$ cat config.mk
export PLATFORM = sky130hd
export DESIGN_NAME = ram_access_arbiter
export DESIGN_NICKNAME = d
export VERILOG_FILES = /design/src/rtl/ram_access_arbiter_pkg.sv /design/src/rtl/ram_access_arbiter_rd_tag_pipe.sv /design/src/rtl/ram_access_arbiter.sv
export SDC_FILE = /design/constraint.sdc
export NUM_CORES = 1
export LEC_CHECK = 0
export BUFFER_PORTS_ARGS = -buffer_cell sky130_fd_sc_hd__buf_2
export CORE_UTILIZATION = 44
export CTS_BUF_LIST = sky130_fd_sc_hd__clkbuf_2 sky130_fd_sc_hd__clkbuf_4 sky130_fd_sc_hd__clkbuf_8
export DETAILED_ROUTE_END_ITERATION = 16
export GPL_ROUTABILITY_DRIVEN = 0
export PLACE_DENSITY = 0.86
export SYNTH_ARGS = -nofsm -noshare
export SYNTH_HDL_FRONTEND = slang
export SYNTH_SLANG_ARGS = --single-unit
$ cat constraint.sdc
create_clock -name clock -period 1.5 [get_ports clock]
set_input_delay 0.075 -clock clock [delete_from_list [all_inputs] [get_ports clock]]
set_output_delay 0.075 -clock clock [all_outputs]
set_load 0.005 [all_outputs]
$ cat src/rtl/ram_access_arbiter_pkg.sv
// Shared constants and types for the frame-memory RAM arbiter.
package ram_access_arbiter_pkg;

  localparam int ADDR_W    = 19;
  localparam int DATA_W    = 8;
  localparam int RAM_WORDS = 307200;
  localparam int ROM_WORDS = 76800;
  localparam int READ_LAT  = 2;
  localparam int MAX_WAIT  = 15;
  localparam int STARVE_W  = $clog2(MAX_WAIT + 1);

  typedef enum logic {
    WAIT_INIT = 1'b0,
    RUN       = 1'b1
  } arb_state_t;

  // One entry per granted read: port 0 = display, port 1 = engine.
  typedef struct packed {
    logic valid;
    logic port;
    logic zero;
  } rd_tag_t;

  function automatic logic addr_in_range(input logic [ADDR_W-1:0] addr);
    return 32'(addr) < RAM_WORDS;
  endfunction

endpackage

$ cat src/rtl/ram_access_arbiter_rd_tag_pipe.sv
// Read-tag delay line matching the RAM read latency; flush empties every stage.
module rd_tag_pipe
  import ram_access_arbiter_pkg::*;
#(
  parameter int DEPTH = READ_LAT
) (
  input  logic    clock,
  input  logic    flush,
  input  rd_tag_t tag_in,
  output rd_tag_t tag_out
);

  rd_tag_t stage [DEPTH];

  always_ff @(posedge clock) begin
    if (flush) begin
      for (int i = 0; i < DEPTH; i++) stage[i] <= '0;
    end else begin
      stage[0] <= tag_in;
      for (int i = 1; i < DEPTH; i++) stage[i] <= stage[i-1];
    end
  end

  assign tag_out = stage[DEPTH-1];

endmodule

$ cat src/rtl/ram_access_arbiter.sv
// Two-port arbiter for the frame-memory RAM: display reads win unless the engine
// has been starved MAX_WAIT cycles; read responses are routed back by tag.
module ram_access_arbiter
  import ram_access_arbiter_pkg::*;
(
  input  logic              clock,
  input  logic              reset,
  input  logic              init_done,
  input  logic              p0_req,
  input  logic [ADDR_W-1:0] p0_addr,
  output logic              p0_gnt,
  output logic              p0_rvalid,
  output logic [DATA_W-1:0] p0_rdata,
  input  logic              p1_req,
  input  logic              p1_we,
  input  logic [ADDR_W-1:0] p1_addr,
  input  logic [DATA_W-1:0] p1_wdata,
  output logic              p1_gnt,
  output logic              p1_rvalid,
  output logic [DATA_W-1:0] p1_rdata,
  output logic [ADDR_W-1:0] mem_addr,
  output logic [DATA_W-1:0] mem_wdata,
  output logic              mem_we,
  input  logic [DATA_W-1:0] mem_q,
  output logic              addr_err
);

  arb_state_t          state;
  logic [STARVE_W-1:0] starve_cnt;
  logic [ADDR_W-1:0]   addr_q;
  logic [DATA_W-1:0]   wdata_q;
  logic [DATA_W-1:0]   p0_rdata_q;
  logic [DATA_W-1:0]   p1_rdata_q;
  logic                run_en;
  logic                p1_forced;
  logic                gnt_in_range;
  logic [DATA_W-1:0]   rd_value;
  rd_tag_t             tag_in;
  rd_tag_t             tag_out;

  // Grants open in the very cycle init_done first rises, not one cycle later.
  assign run_en    = !reset && (state == RUN || init_done);
  assign p1_forced = p1_req && (starve_cnt == STARVE_W'(MAX_WAIT));
  assign p0_gnt    = run_en && p0_req && !p1_forced;
  assign p1_gnt    = run_en && p1_req && !p0_gnt;

  assign gnt_in_range = p0_gnt ? addr_in_range(p0_addr) : addr_in_range(p1_addr);
  assign mem_we       = p1_gnt && p1_we && addr_in_range(p1_addr);

  always_comb begin
    mem_addr  = addr_q;
    mem_wdata = wdata_q;
    if (reset) begin
      mem_addr  = '0;
      mem_wdata = '0;
    end else if (p0_gnt) begin
      mem_addr  = p0_addr;
    end else if (p1_gnt) begin
      mem_addr  = p1_addr;
      mem_wdata = p1_wdata;
    end
  end

  always_comb begin
    tag_in       = '0;
    tag_in.valid = p0_gnt || (p1_gnt && !p1_we);
    tag_in.port  = p1_gnt;
    tag_in.zero  = !gnt_in_range;
  end

  rd_tag_pipe #(
    .DEPTH (READ_LAT)
  ) u_rd_tag_pipe (
    .clock   (clock),
    .flush   (reset),
    .tag_in  (tag_in),
    .tag_out (tag_out)
  );

  assign rd_value  = tag_out.zero ? '0 : mem_q;
  assign p0_rvalid = !reset && tag_out.valid && !tag_out.port;
  assign p1_rvalid = !reset && tag_out.valid && tag_out.port;
  assign p0_rdata  = p0_rvalid ? rd_value : p0_rdata_q;
  assign p1_rdata  = p1_rvalid ? rd_value : p1_rdata_q;

  always_ff @(posedge clock) begin
    if (reset) begin
      state      <= WAIT_INIT;
      starve_cnt <= '0;
      addr_q     <= '0;
      wdata_q    <= '0;
      p0_rdata_q <= '0;
      p1_rdata_q <= '0;
      addr_err   <= 1'b0;
    end else begin
      if (state == WAIT_INIT && init_done) state <= RUN;
      // Waiting before init is not starvation: the counter only runs once grants can issue.
      if (run_en && p1_req && !p1_gnt) begin
        if (starve_cnt != STARVE_W'(MAX_WAIT)) starve_cnt <= starve_cnt + 1'b1;
      end else begin
        starve_cnt <= '0;
      end
      addr_q  <= mem_addr;
      wdata_q <= mem_wdata;
      if (p0_rvalid) p0_rdata_q <= p0_rdata;
      if (p1_rvalid) p1_rdata_q <= p1_rdata;
      if ((p0_gnt || p1_gnt) && !gnt_in_range) addr_err <= 1'b1;
    end
  end

endmodule

==> impl_results.md <==
* Run status: finished with violations
* Failing checks: negative setup slack
* Post-Route WL at 10,500 µm
* Number of antenna violations at the first check in global routing at 0
* Maximum root-to-sink buffer count at 2
* Max FO, Critical Path at 5
* Met3 wirelength from detailed routing at 897 µm
* Height of the chip at 76.7 µm
* Share of synthesized area occupied by flip-flops and latches at 0.449
* Commonest non-fill, non-tap cell in the layout: sky130_fd_sc_hd__buf_2
* Worst Setup Start Kind: register
* Number of vias per cell after detailed routing at 5.86
* Synthesis warning total at 0
* Commonest cells after routing, fill and taps aside: 106 x sky130_fd_sc_hd__buf_2, 52 x sky130_fd_sc_hd__dfxtp_1, 29 x sky130_fd_sc_hd__buf_4
* Clock input transition at the sequential cells of the worst setup and hold paths at 0.11 ns
* Element type at the critical path end: output pin
* Final setup fails at 68
* Number of nets in the synthesized netlist at 354
* Number of buffers created by CTS at 5
* Wire length of the first global-routing pass at 13,800 µm
* Layout cell share with drive strength beyond 1 at 0.594
* Via count at 3,026
* TritonCTS clock tree: done
* Latest clock arrival within the worst-skew pair at 0.32 ns
* Initial Util at 0.469
* Core Region at 5240 µm²
* Area enclosed by the die boundary at 5880 µm²
* Routed length per placed instance at 20.3 µm
* # fillers at 304
* RSZ-0062 raised after global routing: yes
* Clock net sink count at 55
* Leak pwr at 1.84 nW
* Detailed-routed wire length on met2 at 5270 µm
* Min cycle time layout at 2.28 ns
* Util after Layout at 0.813
* Site row count at 26
* Peak supply drop at 0.000624 V
* Depth of the CTS H-tree at 2
* Worst endpoint required time at 1.42 ns
* Worst path setup slack after routing at -0.778 ns
* Drt drc at 0
* Horizontal die dimension at 76.7 µm
* Power per cell area at 815 nW/µm²
* Count of pins on the block boundary at 109
* Initial DRT Pass Iterations at 5
* Worst-case clock skew at 0.00580 ns
* Post-Route M1 WL at 3890 µm
* Worst Hold Class: in -> reg
* Post-synthesis cell count at 293
* 1st-iter DRT viols at 190
* Count of input and output buffers at 108
* Top Layer Used: met4
* Post-DP HPWL at 4640 µm
* Total of flip-flops plus latches after synthesis at 55
* Number of nets in the layout at 506
* Hold Fails Final Rpt at 0
* Final cell count without fillers at 516
* Number of placed instances with taps included at 480
* Via count of the first global-routing pass at 2,826
* Max-capacitance violation count at 0
* Fmax at 0.439 GHz
* Area overhead of the layout relative to synthesis at 73.5%
* Number of antenna-violating nets in the routed design at 0
* Mean area per synthesized cell at 8.38 µm²
* Combined area of all synthesized cells at 2450 µm²
* Maximum number of pins on one net before global-route repair at 42
* Number of max-slew violations in the final report at 0
* Worst Path Class, Setup: reg -> out
* Worst relative slew slack at 0.619
* Critical path data arrival time at 2.20 ns
* Root Buffer: sky130_fd_sc_hd__clkbuf_8
* Overall track demand over capacity in global routing at 0.297
* Number of diodes at 0
* Final period utilization at 1.52
* Worst-margin pin slew at 0.557 ns
* Count of different cell masters after synthesis at 35
* Remaining global-route overflow at 0
## cell usage after synthesis
library cell | count | area share
sky130_fd_sc_hd__clkbuf_2 | 1 | 0.0020
sky130_fd_sc_hd__o21ai_2 | 1 | 0.0036
sky130_fd_sc_hd__a22oi_1 | 10 | 0.031
sky130_fd_sc_hd__nand2b_1 | 8 | 0.020
sky130_fd_sc_hd__ha_1 | 1 | 0.0051
sky130_fd_sc_hd__or3b_1 | 1 | 0.0036
sky130_fd_sc_hd__inv_1 | 7 | 0.011
sky130_fd_sc_hd__a2111oi_0 | 1 | 0.0036
sky130_fd_sc_hd__nand2_2 | 3 | 0.0076
sky130_fd_sc_hd__o21ai_1 | 7 | 0.014
sky130_fd_sc_hd__nor2_1 | 12 | 0.018
sky130_fd_sc_hd__a31oi_1 | 2 | 0.0051
sky130_fd_sc_hd__o22ai_1 | 1 | 0.0026
sky130_fd_sc_hd__nand3b_1 | 1 | 0.0031
sky130_fd_sc_hd__buf_2 | 6 | 0.012
sky130_fd_sc_hd__o21ba_4 | 1 | 0.0066
sky130_fd_sc_hd__a211oi_1 | 1 | 0.0031
sky130_fd_sc_hd__nand2_1 | 43 | 0.066
sky130_fd_sc_hd__a21o_1 | 2 | 0.0061
sky130_fd_sc_hd__o21ai_0 | 18 | 0.037
sky130_fd_sc_hd__a211o_1 | 1 | 0.0036
sky130_fd_sc_hd__a2111oi_4 | 1 | 0.011
sky130_fd_sc_hd__dfxtp_1 | 55 | 0.45
sky130_fd_sc_hd__a311oi_1 | 19 | 0.068
sky130_fd_sc_hd__a32oi_1 | 1 | 0.0036
sky130_fd_sc_hd__nand3_2 | 1 | 0.0041
sky130_fd_sc_hd__xnor2_1 | 1 | 0.0036
sky130_fd_sc_hd__nor2b_1 | 19 | 0.048
sky130_fd_sc_hd__clkbuf_1 | 10 | 0.015
sky130_fd_sc_hd__buf_4 | 2 | 0.0061
sky130_fd_sc_hd__nand3_1 | 12 | 0.024
sky130_fd_sc_hd__a21oi_1 | 37 | 0.075
sky130_fd_sc_hd__nand4_1 | 1 | 0.0026
sky130_fd_sc_hd__nor3b_1 | 2 | 0.0061
sky130_fd_sc_hd__buf_6 | 4 | 0.018
## area by class of cell
type | instances | area [µm²] | area share
clock buffers | 5 | 68.8 | 0.0162
clock inverters | 3 | 67.6 | 0.0159
inverters | 7 | 26.3 | 0.00617
multi-input cells | 208 | 1690 | 0.397
flip-flops and latches | 55 | 1100 | 0.259
well taps | 70 | 87.6 | 0.0206
repair buffers | 168 | 1210 | 0.285
## critical path, cell delays in order (launching register included)
cell and delay (ns):
sky130_fd_sc_hd__dfxtp_2 0.38, sky130_fd_sc_hd__ha_4 0.18, sky130_fd_sc_hd__nand3_4 0.10, sky130_fd_sc_hd__a2111oi_4 0.44, sky130_fd_sc_hd__buf_4 0.22, sky130_fd_sc_hd__buf_12 0.14, sky130_fd_sc_hd__nand2_2 0.08, sky130_fd_sc_hd__a21oi_2 0.17
sky130_fd_sc_hd__buf_2 0.16
## registers in the layout, indices dropped and copies added, names as in the netlist
name	count
addr_q	19
p0_rdata_q	8
p1_rdata_q	8
wdata_q	8
u_rd_tag_pipe.stage	6
starve_cnt	4
addr_err	1
state	1
## per-stage QoR
stage | worst slack, ns | total power, mW | TNS [ns] | area, µm² | hold slack, ns
after floorplan | 0.0283 | 1.80 | 0 | 2470 | 0.189
after global placement | -0.136 | 2.01 | -2.16 | 3250 | 0.321
after detailed placement | -0.157 | 2.03 | -4.74 | 3250 | 0.341
after CTS | -0.516 | 3.33 | -15.69 | 3980 | 0.0000827
after global routing | -0.796 | 3.56 | -28.98 | 4260 | 0.0316
final | -0.778 | 3.47 | -26.21 | 4260 | 0.0218
## what timing repair did
action	CTS	global route
cloned	6	1
setup endpoints to repair	66	70
pin swaps	33	26
buffers inserted	19	11
endpoints found under the hold margin	0	1
hold buffers	0	1
gates resized for setup	93	57
## report_power, final
part | internal (mW) | switching [mW] | total, mW
combinational | 0.335 | 0.388 | 0.723
clock | 0.666 | 0.538 | 1.20
sequential | 1.52 | 0.0272 | 1.55
total | 2.52 | 0.953 | 3.47
## worst paths after layout
kind | start | to | slack, ns | cells after the start
worst max-delay path | starve_cnt[0] | mem_wdata[4] | -0.78 | 8
worst min-delay path | p1_addr[3] | addr_q[3] | 0.02 | 3
worst max register to register | starve_cnt[0] | addr_q[14] | -0.48 | 9
worst min register to register | u_rd_tag_pipe.stage[0][2] | u_rd_tag_pipe.stage[0][5] | 0.46 | 1
## routing by layer
layer  up-vias  global-route usage
met5         -                   0
met4         0               0.112
met3        43              0.0595
met2       223               0.538
met1      1414               0.340
li1       1346                   -
## logic make-up (layout without fill, tap and decap cells)
family / Yosys count / count (layout) / synth area share
xor gates and xnor gates: 1 / 1 / 0.00357
buffers and inverters: 30 / 183 / 0.0647
and+or+nand+nor: 103 / 103 / 0.204
AOI/OAI and AO/OA: 103 / 103 / 0.274
adders and majority gates: 1 / 1 / 0.00510
DFF: 55 / 55 / 0.449
(Power assumes the default switching activity.)
